===== src/rtl/zero_detect_arbiter_if.sv =====
// ---------------------------------------------------------------------------
// zero_detect_arbiter_if
// Bundles the request, detector and response signals of zero_detect_arbiter.
//   req_valid/req_ready  per-requester request handshake (2 requesters)
//   req_data0/req_data1  operands of requester 0 (ALU) and 1 (CBZ)
//   det_value/det_zero   registered operand to, and result from, the detector
//   rsp_valid/rsp_ready  per-requester response handshake
//   rsp_zero             sampled zero flag carried with rsp_valid
//   busy                 arbiter is not idle
// slave modport: the arbiter side; master modport: requesters + detector.
// ---------------------------------------------------------------------------
interface zero_detect_arbiter_if #(
    parameter int unsigned WIDTH = 64
);
    logic [1:0]       req_valid;
    logic [1:0]       req_ready;
    logic [WIDTH-1:0] req_data0;
    logic [WIDTH-1:0] req_data1;
    logic [WIDTH-1:0] det_value;
    logic             det_zero;
    logic [1:0]       rsp_valid;
    logic             rsp_zero;
    logic [1:0]       rsp_ready;
    logic             busy;

    modport slave (
        input  req_valid, req_data0, req_data1, det_zero, rsp_ready,
        output req_ready, det_value, rsp_valid, rsp_zero, busy
    );

    modport master (
        output req_valid, req_data0, req_data1, det_zero, rsp_ready,
        input  req_ready, det_value, rsp_valid, rsp_zero, busy
    );
endinterface


===== src/rtl/zero_detect_arbiter.sv =====
// ---------------------------------------------------------------------------
// zero_detect_arbiter
// Shares one combinational zero detector between two requesters using
// round-robin arbitration. The accepted operand is registered onto det_value,
// the detector is given SETTLE_CYCLES edges to settle, then det_zero is
// sampled and returned on the owner's response handshake.
// Ports:
//   clk      rising-edge clock
//   reset_n  asynchronous active-low reset
//   bus      zero_detect_arbiter_if.slave (request/detector/response signals)
// ---------------------------------------------------------------------------
module zero_detect_arbiter #(
    parameter int unsigned WIDTH         = 64,
    parameter int unsigned SETTLE_CYCLES = 2
) (
    input  logic                  clk,
    input  logic                  reset_n,
    zero_detect_arbiter_if.slave  bus
);
    localparam int unsigned      CNT_W    = $clog2(SETTLE_CYCLES + 1);
    localparam logic [CNT_W-1:0] CNT_LOAD = CNT_W'(SETTLE_CYCLES);
    localparam logic [CNT_W-1:0] CNT_LAST = CNT_W'(1);

    typedef enum logic [1:0] {
        IDLE    = 2'd0,
        SETTLE  = 2'd1,
        RESPOND = 2'd2
    } state_t;

    state_t           state_q, state_d;
    logic [CNT_W-1:0] cnt_q;
    logic             owner_q;
    logic             rr_last_q;
    logic [WIDTH-1:0] det_value_q;
    logic [1:0]       rsp_valid_q;
    logic             rsp_zero_q;

    logic             grant;
    logic             grant_vld;
    logic [1:0]       req_ready_c;
    logic             accept;
    logic             settle_done;
    logic             rsp_take;

    // Lone requester wins outright; on contention the one not served last wins.
    always_comb begin
        grant_vld = |bus.req_valid;
        grant     = bus.req_valid[1];
        if (&bus.req_valid) begin
            grant = ~rr_last_q;
        end
    end

    always_comb begin
        req_ready_c = '0;
        if ((state_q == IDLE) && grant_vld) begin
            req_ready_c[grant] = 1'b1;
        end
    end

    assign accept      = (state_q == IDLE) && grant_vld;
    assign settle_done = (state_q == SETTLE) && (cnt_q == CNT_LAST);
    assign rsp_take    = (state_q == RESPOND) && bus.rsp_ready[owner_q];

    always_comb begin
        state_d = state_q;
        unique case (state_q)
            IDLE:    if (accept)      state_d = SETTLE;
            SETTLE:  if (settle_done) state_d = RESPOND;
            RESPOND: if (rsp_take)    state_d = IDLE;
            default:                  state_d = IDLE;
        endcase
    end

    always_ff @(posedge clk or negedge reset_n) begin
        if (!reset_n) begin
            state_q     <= IDLE;
            cnt_q       <= '0;
            owner_q     <= 1'b0;
            rr_last_q   <= 1'b1;
            det_value_q <= '0;
            rsp_valid_q <= '0;
            rsp_zero_q  <= 1'b0;
        end else begin
            state_q <= state_d;
            if (accept) begin
                det_value_q <= grant ? bus.req_data1 : bus.req_data0;
                owner_q     <= grant;
                rr_last_q   <= grant;
                cnt_q       <= CNT_LOAD;
            end
            if (state_q == SETTLE) begin
                cnt_q <= cnt_q - CNT_LAST;
            end
            if (settle_done) begin
                rsp_zero_q  <= bus.det_zero;
                rsp_valid_q <= owner_q ? 2'b10 : 2'b01;
            end
            if (rsp_take) begin
                rsp_valid_q <= '0;
            end
        end
    end

    assign bus.req_ready = req_ready_c;
    assign bus.det_value = det_value_q;
    assign bus.rsp_valid = rsp_valid_q;
    assign bus.rsp_zero  = rsp_zero_q;
    assign bus.busy      = (state_q != IDLE);
endmodule


===== src/flat_wrapper.sv =====
// flat-port wrapper written by rule: the top's interface ports become plain ports
module zero_detect_arbiter_flat 
#(
    parameter int unsigned WIDTH         = 64,
    parameter int unsigned SETTLE_CYCLES = 2
)
  (clk, reset_n, bus_req_valid, bus_req_data0, bus_req_data1, bus_det_zero, bus_rsp_ready, bus_req_ready, bus_det_value, bus_rsp_valid, bus_rsp_zero, bus_busy);
  zero_detect_arbiter_if #(.WIDTH(WIDTH)) bus_i ();
  input  logic clk;
  input  logic reset_n;
  input wire logic [$bits(bus_i.req_valid)-1:0] bus_req_valid;
  input wire logic [$bits(bus_i.req_data0)-1:0] bus_req_data0;
  input wire logic [$bits(bus_i.req_data1)-1:0] bus_req_data1;
  input wire logic [$bits(bus_i.det_zero)-1:0] bus_det_zero;
  input wire logic [$bits(bus_i.rsp_ready)-1:0] bus_rsp_ready;
  output wire logic [$bits(bus_i.req_ready)-1:0] bus_req_ready;
  output wire logic [$bits(bus_i.det_value)-1:0] bus_det_value;
  output wire logic [$bits(bus_i.rsp_valid)-1:0] bus_rsp_valid;
  output wire logic [$bits(bus_i.rsp_zero)-1:0] bus_rsp_zero;
  output wire logic [$bits(bus_i.busy)-1:0] bus_busy;
  assign bus_i.req_valid = bus_req_valid;
  assign bus_i.req_data0 = bus_req_data0;
  assign bus_i.req_data1 = bus_req_data1;
  assign bus_i.det_zero = bus_det_zero;
  assign bus_i.rsp_ready = bus_rsp_ready;
  assign bus_req_ready = bus_i.req_ready;
  assign bus_det_value = bus_i.det_value;
  assign bus_rsp_valid = bus_i.rsp_valid;
  assign bus_rsp_zero = bus_i.rsp_zero;
  assign bus_busy = bus_i.busy;
  zero_detect_arbiter #(.WIDTH(WIDTH), .SETTLE_CYCLES(SETTLE_CYCLES)) u_core (.clk(clk), .reset_n(reset_n), .bus(bus_i));
endmodule

===== config.mk =====
export PLATFORM = sky130hd
export DESIGN_NAME = zero_detect_arbiter_flat
export DESIGN_NICKNAME = d
export VERILOG_FILES = /design/src/rtl/zero_detect_arbiter_if.sv /design/src/rtl/zero_detect_arbiter.sv /design/src/flat_wrapper.sv
export SDC_FILE = /design/constraint.sdc
export NUM_CORES = 1
export LEC_CHECK = 0
export BUFFER_PORTS_ARGS = -buffer_cell sky130_fd_sc_hd__buf_2
export CELL_PAD_IN_SITES_DETAIL_PLACEMENT = 2
export CELL_PAD_IN_SITES_GLOBAL_PLACEMENT = 2
export CORE_ASPECT_RATIO = 2
export CORE_UTILIZATION = 25
export CTS_CLUSTER_DIAMETER = 80
export DETAILED_ROUTE_END_ITERATION = 6
export GPL_TIMING_DRIVEN = 0
export HOLD_SLACK_MARGIN = 0.08
export PLACE_DENSITY = 0.91
export SYNTH_ARGS = -nofsm -noshare
export SYNTH_HDL_FRONTEND = slang
export SYNTH_SLANG_ARGS = --single-unit

===== constraint.sdc =====
create_clock -name clk -period 2 [get_ports clk]
set_input_delay 0.1 -clock clk [delete_from_list [all_inputs] [get_ports clk]]
set_output_delay 0.1 -clock clk [all_outputs]
set_load 0.02 [all_outputs]

==> reports/metrics.csv, run 1 <==
stage,metric,value,unit
synthesis,largest family of logic cells by synthesized area,compound AO/OA/AOI/OAI gates,
synthesis,Synth area leaders,"dfrtp_1 (53%), a221o_1 (19%), o21a_1 (15%), buf_6 (5.0%), buf_2 (1.0%)",
die,die height,167,um
placement,DP Area,4630,um2
run_status,Run Error,[ERROR RSZ-0060] Max buffer count reached.,
clock_tree,H-Tree Depth,3,
synthesis,Compound-Gate Fraction of Synth Area,35.5,%
clock_tree,Setup Buffers After CTS,0,
synthesis,mapped cell area,3390,um2
die,row count,59,
clock_tree,Post-CTS Hold Buffers,128,
clock_tree,total CTS buffers,9,
die,number of I/O pins,205,
placement,RD Place Congestion,0.722,
synthesis,"area leader, netlist",dfrtp_1,
synthesis,number of flops mapped to enable cells by yosys,0,
synthesis,mux cell area share after synthesis,0.627,%
synthesis,Yosys Warn Count,0,
synthesis,Post-Syn Nets,398,
placement,detailed placement HPWL,10.5,mm
synthesis,Synth Area in Adders,0.369,%
synthesis,xor-xnor portion of the synthesized cell area,0,%
synthesis,Syn Inst Count,262,
synthesis,Yosys reg bits,73,
synthesis,"Top FF cell, synth",dfrtp_1,
synthesis,simple-gate share of the synthesized area,2.47,%
run_status,outcome,aborted with a tool error,
synthesis,Commonest cells post-synth,"dfrtp_1 (72), o21a_1 (66), a221o_1 (64)",
clock_tree,CTS Buffer Depth,2,
clock_tree,CTS Sinks,73,
placement,IO Port Bufs,204,
clock_tree,post-cts resize count,0,
clock_tree,root buffer cell,clkbuf_16,
synthesis,mean post-synth cell area,12.9,um2
die,DIE WIDTH,84.4,um
die,initial core utilization,25.8,%
run_status,Stop stage,4_1_cts,
synthesis,most frequent cell after synthesis,dfrtp_1,
synthesis,asr flop ratio synth,100,%
synthesis,top cell type's share of synthesized area,53.1,%
synthesis,sequential area share after synthesis,53.9,%
synthesis,synth unique cells,27,
-- logic make-up after synthesis --
logic type      count (synthesis)
buf+inv                        32
fa+ha+maj                       1
mux                             2
flops                          73
simple gates                   13
compound gates                141
-- stage by stage --
stage / cells / util, % / setup WS, ps / hold slack, ps
floorplan: 262 / - / 584 / -196
global placement: 618 / 35.0 / 333 / 328
detailed placement: 619 / 35.3 / 384 / 73.6
==> run 2: changes to the inputs <==
CELL_PAD_IN_SITES_DETAIL_PLACEMENT = not set   (was 2)
CELL_PAD_IN_SITES_GLOBAL_PLACEMENT = not set   (was 2)
CORE_ASPECT_RATIO = not set   (was 2)
CORE_UTILIZATION = 20   (was 25)
CTS_CLUSTER_DIAMETER = not set   (was 80)
HOLD_SLACK_MARGIN = not set   (was 0.08)
PLACE_DENSITY = not set   (was 0.91)
PLACE_DENSITY_LB_ADDON = 0.15   (was not set)
==> run 2 against run 1 <==
Effect of this change: the flow now finishes without violations; synthesized cell count unchanged; area after synthesis stayed put.
==> reports/metrics.csv, run 2 <==
stage,metric,value,unit,change
clock_tree,Clock Latency Late Sink,330,ps,
worst_setup_path,critical path cell sequence,nor2_4 -> and3_4 -> buf_2 -> buf_2,,
worst_setup_path,RR Endpoint,u_core.bus.det_value[60],,
synthesis,asr flop ratio synth,100,%,unchanged
worst_setup_path,CP required,1900,ps,
worst_setup_path,CP Capture Point,bus_req_ready[1],,
timing,worst setup margin,309,ps,
synthesis,Yosys Warn Count,0,,unchanged
final_layout,diodes inserted,0,,
worst_setup_path,crit path DAT,1590,ps,
global_route,largest net degree at the start of global routing,46,,
timing,setup TNS,0,ps,
die,initial core utilization,20.4,%,-5.4 points
global_route,global-route wire length before repair,19.7,mm,
synthesis,Commonest cells post-synth,"dfrtp_1 (72), o21a_1 (66), a221o_1 (64)",,
die,row count,47,,-20%
synthesis,"area leader, netlist",dfrtp_1,,
synthesis,mean post-synth cell area,12.9,um2,unchanged
timing,minimum clock period after layout,1690,ps,
timing,count of final hold-check violations,0,,
timing,RSZ-0062 raised after global routing,false,,
clock_tree,CTS Buffer Depth,2,,unchanged
synthesis,mapped cell area,3390,um2,unchanged
detailed_routing,vias per cell,4.41,,
power_and_ir_drop,Power per Cell Area,1430,nW/um2,
final_layout,Largest register FFs,64,,
hold_path,Hold Crit Class,in -> reg,,
final_layout,most frequent cells in the layout,"buf_2 (210), dlygate4sd3_1 (125), dfrtp_1 (72)",,
synthesis,most frequent cell after synthesis,dfrtp_1,,
final_layout,share of cells above drive strength 1,41.0,%,
die,die height,132,um,-21%
placement,Setup WS pre-CTS,377,ps,-7.26 ps
clock_tree,total CTS buffers,9,,unchanged
worst_setup_path,CP most frequent cell,buf_2,,
worst_setup_path,CP max-delay cell,dfrtp_1,,
clock_tree,CTS Sinks,73,,unchanged
worst_setup_path,"Max FO, Critical Path",10,,
final_layout,final instance area,6310,um2,
worst_setup_path,Crit path largest cell delay,460,ps,
die,DIE WIDTH,132,um,+57%
timing,Worst Skew,3.89,ps,
final_layout,Nets,739,,
synthesis,"Top FF cell, synth",dfrtp_1,,
synthesis,number of flops mapped to enable cells by yosys,0,,unchanged
detailed_routing,final wirelength,12.3,mm,
clock_tree,root buffer cell,clkbuf_16,,
final_layout,"most common cell after layout, fill and taps aside",buf_2,,
timing,Hold WS,17.4,ps,
synthesis,Synth area leaders,"dfrtp_1 (53%), a221o_1 (19%), o21a_1 (15%), buf_6 (5.0%), buf_2 (1.0%)",,
detailed_routing,Wirelength per Cell,14.9,um,
power_and_ir_drop,Tot Pwr,9.01,mW,
detailed_routing,DR DRC count,0,,
synthesis,top cell type's share of synthesized area,53.1,%,unchanged
timing,post-route clock period utilization,84.6,%,
synthesis,Syn Inst Count,262,,unchanged
clock_tree,post-cts resize count,0,,unchanged
worst_setup_path,reg2reg start,u_core.state_q[1],,
global_route,gr ovfl total,0,,
placement,detailed placement HPWL,8.30,mm,-21%
worst_setup_path,CP Depth,4,,
worst_setup_path,"delay-heaviest family, CP",flip-flops,,
run,Max Cap Violations,0,,
die,core area,16600,um2,
die,Die Area,17500,um2,
timing,count of pins over their slew limit,0,,
synthesis,synth unique cells,27,,unchanged
timing,Worst slew margin,64.6,%,
die,number of I/O pins,205,,unchanged
hold_path,hold path startpoint,bus_req_data0[27],,
worst_setup_path,flop2flop setup slack,350,ps,
timing,Worst Max-Slew Pin Slew,531,ps,
global_route,All-Layer GR Usage,14.3,%,
clock_tree,Post-CTS Hold Buffers,125,,-2.3%
detailed_routing,DRT antenna net count,0,,
detailed_routing,vias after detailed routing,3651,,
worst_setup_path,Reg2Reg Depth,6,,
timing,Peak Freq,591,MHz,
synthesis,Post-Syn Nets,398,,unchanged
detailed_routing,initial DRC count,137,,
timing,final setup vio count,0,,
power_and_ir_drop,worst-case vdd ir drop,0.517,mV,
global_route,vias in the first global route,3911,,
placement,IO Port Bufs,204,,unchanged
synthesis,Yosys reg bits,73,,unchanged
placement,DP Area,4720,um2,+1.8%
global_route,initial antenna violation count,0,,
placement,RD Place Congestion,0.735,,+1.7%
clock_tree,Setup Buffers After CTS,0,,unchanged
synthesis,sequential area share after synthesis,53.9,%,unchanged
worst_setup_path,Crit. End Element,output port,,
run_status,outcome,finished clean,,
worst_setup_path,Setup crit start kind,register,,
worst_setup_path,crit path launch,u_core.state_q[1],,
worst_setup_path,CP bufs+invs,2,,
power_and_ir_drop,Leak,3.03,nW,
clock_tree,clock slew at reported path FFs,60,ps,
final_layout,Area Overhead vs Synth,86.2,%,
detailed_routing,Pre-antenna DRT Iters,4,,
clock_tree,CTS tree,done,,
worst_setup_path,WS Path Type,reg -> out,,
clock_tree,H-Tree Depth,3,,unchanged
[run 2: cell counts after synthesis]
Identical to the previous run, type by type.
[run 2: kinds of logic (layout without fill, tap and decap cells)]
| logic type | after synthesis | after routing | synth area share [%] |
|---|---|---|---|
| compound gates | 141 | 141 | 35.5 |
| fa+ha+maj | 1 | 1 | 0.369 |
| buf+inv | 32 | 378 | 7.12 |
| flops | 73 | 73 | 53.9 |
| mux | 2 | 2 | 0.627 |
| simple gates | 13 | 13 | 2.47 |
[run 2: worst register-to-register path: stages (launching register included)]
cell and delay (ps):
dfrtp_1 460, nor2_4 180, inv_2 100, buf_6 160
buf_6 150, o21a_1 180, a221o_1 280
[run 2: power breakdown]
group | switching [mW] | internal, mW | total, mW
Combinational | 2.39 | 2.09 | 4.48
Clock | 0.649 | 1.25 | 1.90
Sequential | 0.421 | 2.21 | 2.63
Total | 3.46 | 5.56 | 9.01
[run 2: worst min-delay path by stage]
stage	endpoint	slack, ps	cells past startpoint
2_1_floorplan	u_core.bus.det_value[0]	-200	0
3_3_place_gp	u_core.bus.det_value[45]	330	2
3_5_place_dp	u_core.bus.det_value[10]	70	1
4_1_cts	u_core.bus.det_value[38]	0.7	2
5_1_grt	u_core.bus.det_value[38]	0.2	2
6_report	u_core.bus.det_value[27]	20	2
[run 2: final cells by class]
cell class,count,area [um2]
Timing Repair Buffer,330,2300
Tap cell,220,275
Inverter,4,15.0
Fill cell,1666,10300
Multi-Input combinational cell,157,1320
Clock buffer,11,243
Buffer,28,226
Sequential cell,73,1830
Clock inverter,5,103
[run 2: routing by layer]
layer	wire, um	global-route usage [%]
met2	5920	23.4
met5	0	0
met4	240	6.90
met1	5470	18.0
met3	696	2.96
[run 2: stage by stage]
stage,cells,util (%)
2_1_floorplan,262,-
3_3_place_gp,686,28.3
3_5_place_dp,687,28.4
4_1_cts,828,38.1
5_1_grt,828,38.1
6_report,828,38.1
Note: power is estimated with default switching activity, not from simulation.
==> run 3: changes to the inputs <==
clock period = 1.51 ns   (was 2 ns; I/O delays follow)
==> run 3 against run 2 <==
Effect of this change: combinational power increased by 43%; the flow now finishes with violations (setup timing); count of clock-buffer cells in the layout unchanged; highest routed layer unchanged; global-route usage increased by 0.20 points; sequential share of layout area decreased by 1.0 points.
==> reports/metrics.csv, run 3 (same netlist as run 2, synthesis figures left out) <==
stage,metric,value,unit,change
run_status,outcome,"finished, violations left",,
run_status,failing checks,setup timing,,
global_route,initial antenna violation count,0,,unchanged
power_and_ir_drop,sw frac,37.8,%,-0.58 points
global_route,vias in the first global route,3988,,+2.0%
die,Die Area,17500,um2,unchanged
global_route,global-route wire length before repair,20.0,mm,+1.6%
die,DIE WIDTH,132,um,unchanged
detailed_routing,Wirelength per Cell,15.1,um,+1.6%
clock_tree,H-Tree Depth,3,,unchanged
hold_path,Hold Crit Class,in -> reg,,
worst_setup_path,CP bufs+invs,3,,+1
worst_setup_path,flop2flop setup slack,-10,ps,-360 ps
power_and_ir_drop,Power per Cell Area,1900,nW/um2,+33%
detailed_routing,vias after detailed routing,3758,,+2.9%
final_layout,"most common cell after layout, fill and taps aside",buf_2,,
clock_tree,CTS Buffer Depth,2,,unchanged
timing,post-route clock period utilization,101,%,
detailed_routing,uppermost routed layer,met4,,
final_layout,Nets,755,,+2.2%
power_and_ir_drop,clock power share,20.3,%,-0.8 points
timing,count of pins over their slew limit,0,,unchanged
worst_setup_path,critical path cell sequence,nor2_4 -> inv_4 -> buf_8 -> clkbuf_16 -> o21a_1 -> a221o_1,,
global_route,largest net degree at the start of global routing,46,,unchanged
clock_tree,CTS tree,done,,
power_and_ir_drop,Tot Pwr,12.4,mW,+38%
worst_setup_path,CP max-delay cell,dfrtp_2,,
power_and_ir_drop,worst-case vdd ir drop,0.686,mV,+33%
detailed_routing,vias per cell,4.45,,+0.98%
die,number of I/O pins,205,,unchanged
power_and_ir_drop,Leak,3.14,nW,+3.5%
placement,IO Port Bufs,204,,unchanged
worst_setup_path,Crit path largest cell delay,420,ps,-40 ps
power_and_ir_drop,switching pwr,4.69,mW,+36%
worst_setup_path,"Max FO, Critical Path",6,,-4
power_and_ir_drop,Pint,7.72,mW,+39%
run,Max Cap Violations,0,,unchanged
detailed_routing,DRT antenna net count,0,,unchanged
final_layout,share of cells above drive strength 1,42.5,%,+1.5 points
detailed_routing,Pre-antenna DRT Iters,4,,unchanged
final_layout,Largest register FFs,64,,unchanged
power_and_ir_drop,Seq pwr share,27.9,%,-1.3 points
worst_setup_path,Setup crit start kind,register,,
final_layout,Area Overhead vs Synth,93.1,%,
final_layout,area occupied by registers,1830,um2,+0.14%
detailed_routing,DR DRC count,0,,unchanged
placement,detailed placement HPWL,8.30,mm,unchanged
worst_setup_path,CP Capture Point,u_core.bus.det_value[57],,
final_layout,area of the multi-input gates,1320,um2,unchanged
final_layout,fill count,1646,,-1.2%
worst_setup_path,crit path launch,u_core.state_q[0],,
die,core area,16600,um2,unchanged
global_route,All-Layer GR Usage,14.5,%,+0.20 points
worst_setup_path,crit path DAT,1730,ps,+140 ps
timing,Worst Skew,4.51,ps,+0.618 ps
clock_tree,root buffer cell,clkbuf_16,,
worst_setup_path,CP required,1720,ps,-180 ps
detailed_routing,initial DRC count,123,,-10%
timing,count of final hold-check violations,0,,unchanged
worst_setup_path,Reg2Reg Depth,6,,unchanged
worst_setup_path,Crit. End Element,register,,
worst_setup_path,RR Endpoint,u_core.bus.det_value[57],,
final_layout,diodes inserted,0,,unchanged
worst_setup_path,reg2reg start,u_core.state_q[0],,
timing,worst setup margin,-10.3,ps,-319 ps
timing,RSZ-0062 raised after global routing,true,,
timing,final setup vio count,2,,+2
final_layout,Final Util,39.5,%,+1.4 points
clock_tree,total CTS buffers,9,,unchanged
clock_tree,clock slew at reported path FFs,60,ps,about the same
timing,Worst Max-Slew Pin Slew,525,ps,-6.52 ps
detailed_routing,WL met1,5.68,mm,+3.9%
power_and_ir_drop,combinational share of power,51.7,%,+2.0 points
detailed_routing,final wirelength,12.8,mm,+3.5%
global_route,gr ovfl total,0,,unchanged
worst_setup_path,CP Depth,6,,+2
placement,RD Place Congestion,0.735,,unchanged
die,row count,47,,unchanged
timing,Peak Freq,658,MHz,
clock_tree,CTS Sinks,73,,unchanged
worst_setup_path,WS Path Type,reg -> reg,,
timing,Worst slew margin,65.0,%,+0.43 points
final_layout,most frequent cells in the layout,"buf_2 (209), dlygate4sd3_1 (130), dfrtp_1 (70)",,
detailed_routing,met3 wire length,686,um,-1.4%
detailed_routing,Met2 Routed Length,6.14,mm,+3.8%
die,die height,132,um,unchanged
clock_tree,Clock Latency Late Sink,330,ps,about the same
worst_setup_path,"delay-heaviest family, CP",compound AO/OA/AOI/OAI gates,,
die,initial core utilization,20.4,%,unchanged
timing,minimum clock period after layout,1520,ps,
-- run 3: changes by cell type in the layout (fill, tap and decap cells not counted), sizes merged --
cell / delta
dlygate4sd3: +5
buf: +12
clkbuf: -1
-- run 3: through the flow --
stage / TNS, ps / setup slack, ps / std cells / instance area [um2] / hold slack, ps
4_1_cts: -23.6 / -7.09 / 839 / 6450 / 40.8
5_1_grt: -1120 / -60.7 / 844 / 6550 / 125
3_5_place_dp: -4870 / -113 / 687 / 4720 / 49.2
3_3_place_gp: -23180 / -273 / 686 / 4690 / 304
2_1_floorplan: 0 / 93.8 / 262 / 3390 / -220
6_report: -17.1 / -10.3 / 844 / 6550 / 71.6
-- run 3: tightest hold or removal path, delay by kind of cell --
family / cells / cell delay, ps
AND/OR/NAND/NOR: 2 / 140
buffers and inverters: 1 / 70
multiplexers: 1 / 80
-- run 3: timing repair --
action                                  in CTS  in global routing
endpoints found under the setup margin      59                 62
hold endpoints to repair                    93                  0
setup buffers                                6                  3
resized for setup                           16                  9
hold buffers                               130                  0
pin swaps                                   12                 10
cloned                                       0                  2
-- run 3: worst min path at each step --
stage | depth (start not counted) | to | slack (ps) | startpoint
floorplan | 0 | u_core.bus.det_value[0] | -220 | reset_n
global placement | 2 | u_core.bus.det_value[45] | 300 | bus_req_data1[45]
detailed placement | 1 | u_core.bus.det_value[10] | 50 | reset_n
CTS | 3 | u_core.rr_last_q | 40 | bus_req_valid[0]
global route | 4 | u_core.state_q[1] | 130 | bus_rsp_ready[1]
finish | 4 | u_core.state_q[1] | 70 | bus_rsp_ready[0]
-- run 3: layer usage --
layer  vias to the layer above  global-route usage (%)
met3                        17                    2.92
li1                       1766                       -
met1                      1818                    18.1
met2                       157                    24.0
met5                         -                       0
met4                         0                    6.90
-- run 3: power groups by stage --
stage / logic (mW) / clock network, mW / registers [mW]
after detailed placement: 5.72 / 0 / 3.50
after CTS: 6.25 / 2.61 / 3.46
after global placement: 5.67 / 0 / 3.50
after floorplan: 2.82 / 0 / 4.53
final: 6.42 / 2.52 / 3.47
after global routing: 6.89 / 2.69 / 3.58
-- run 3: area by class of cell --
cell class                 instances  share of cell area [%]
sequential                        73                    28.0
clock buffer                      11                    3.71
clock inverter                     5                    1.57
multi-input combinational        157                    20.2
inverter                           4                   0.268
tap                              220                    4.20
buffer                            28                    4.26
timing repair buffer             346                    37.9
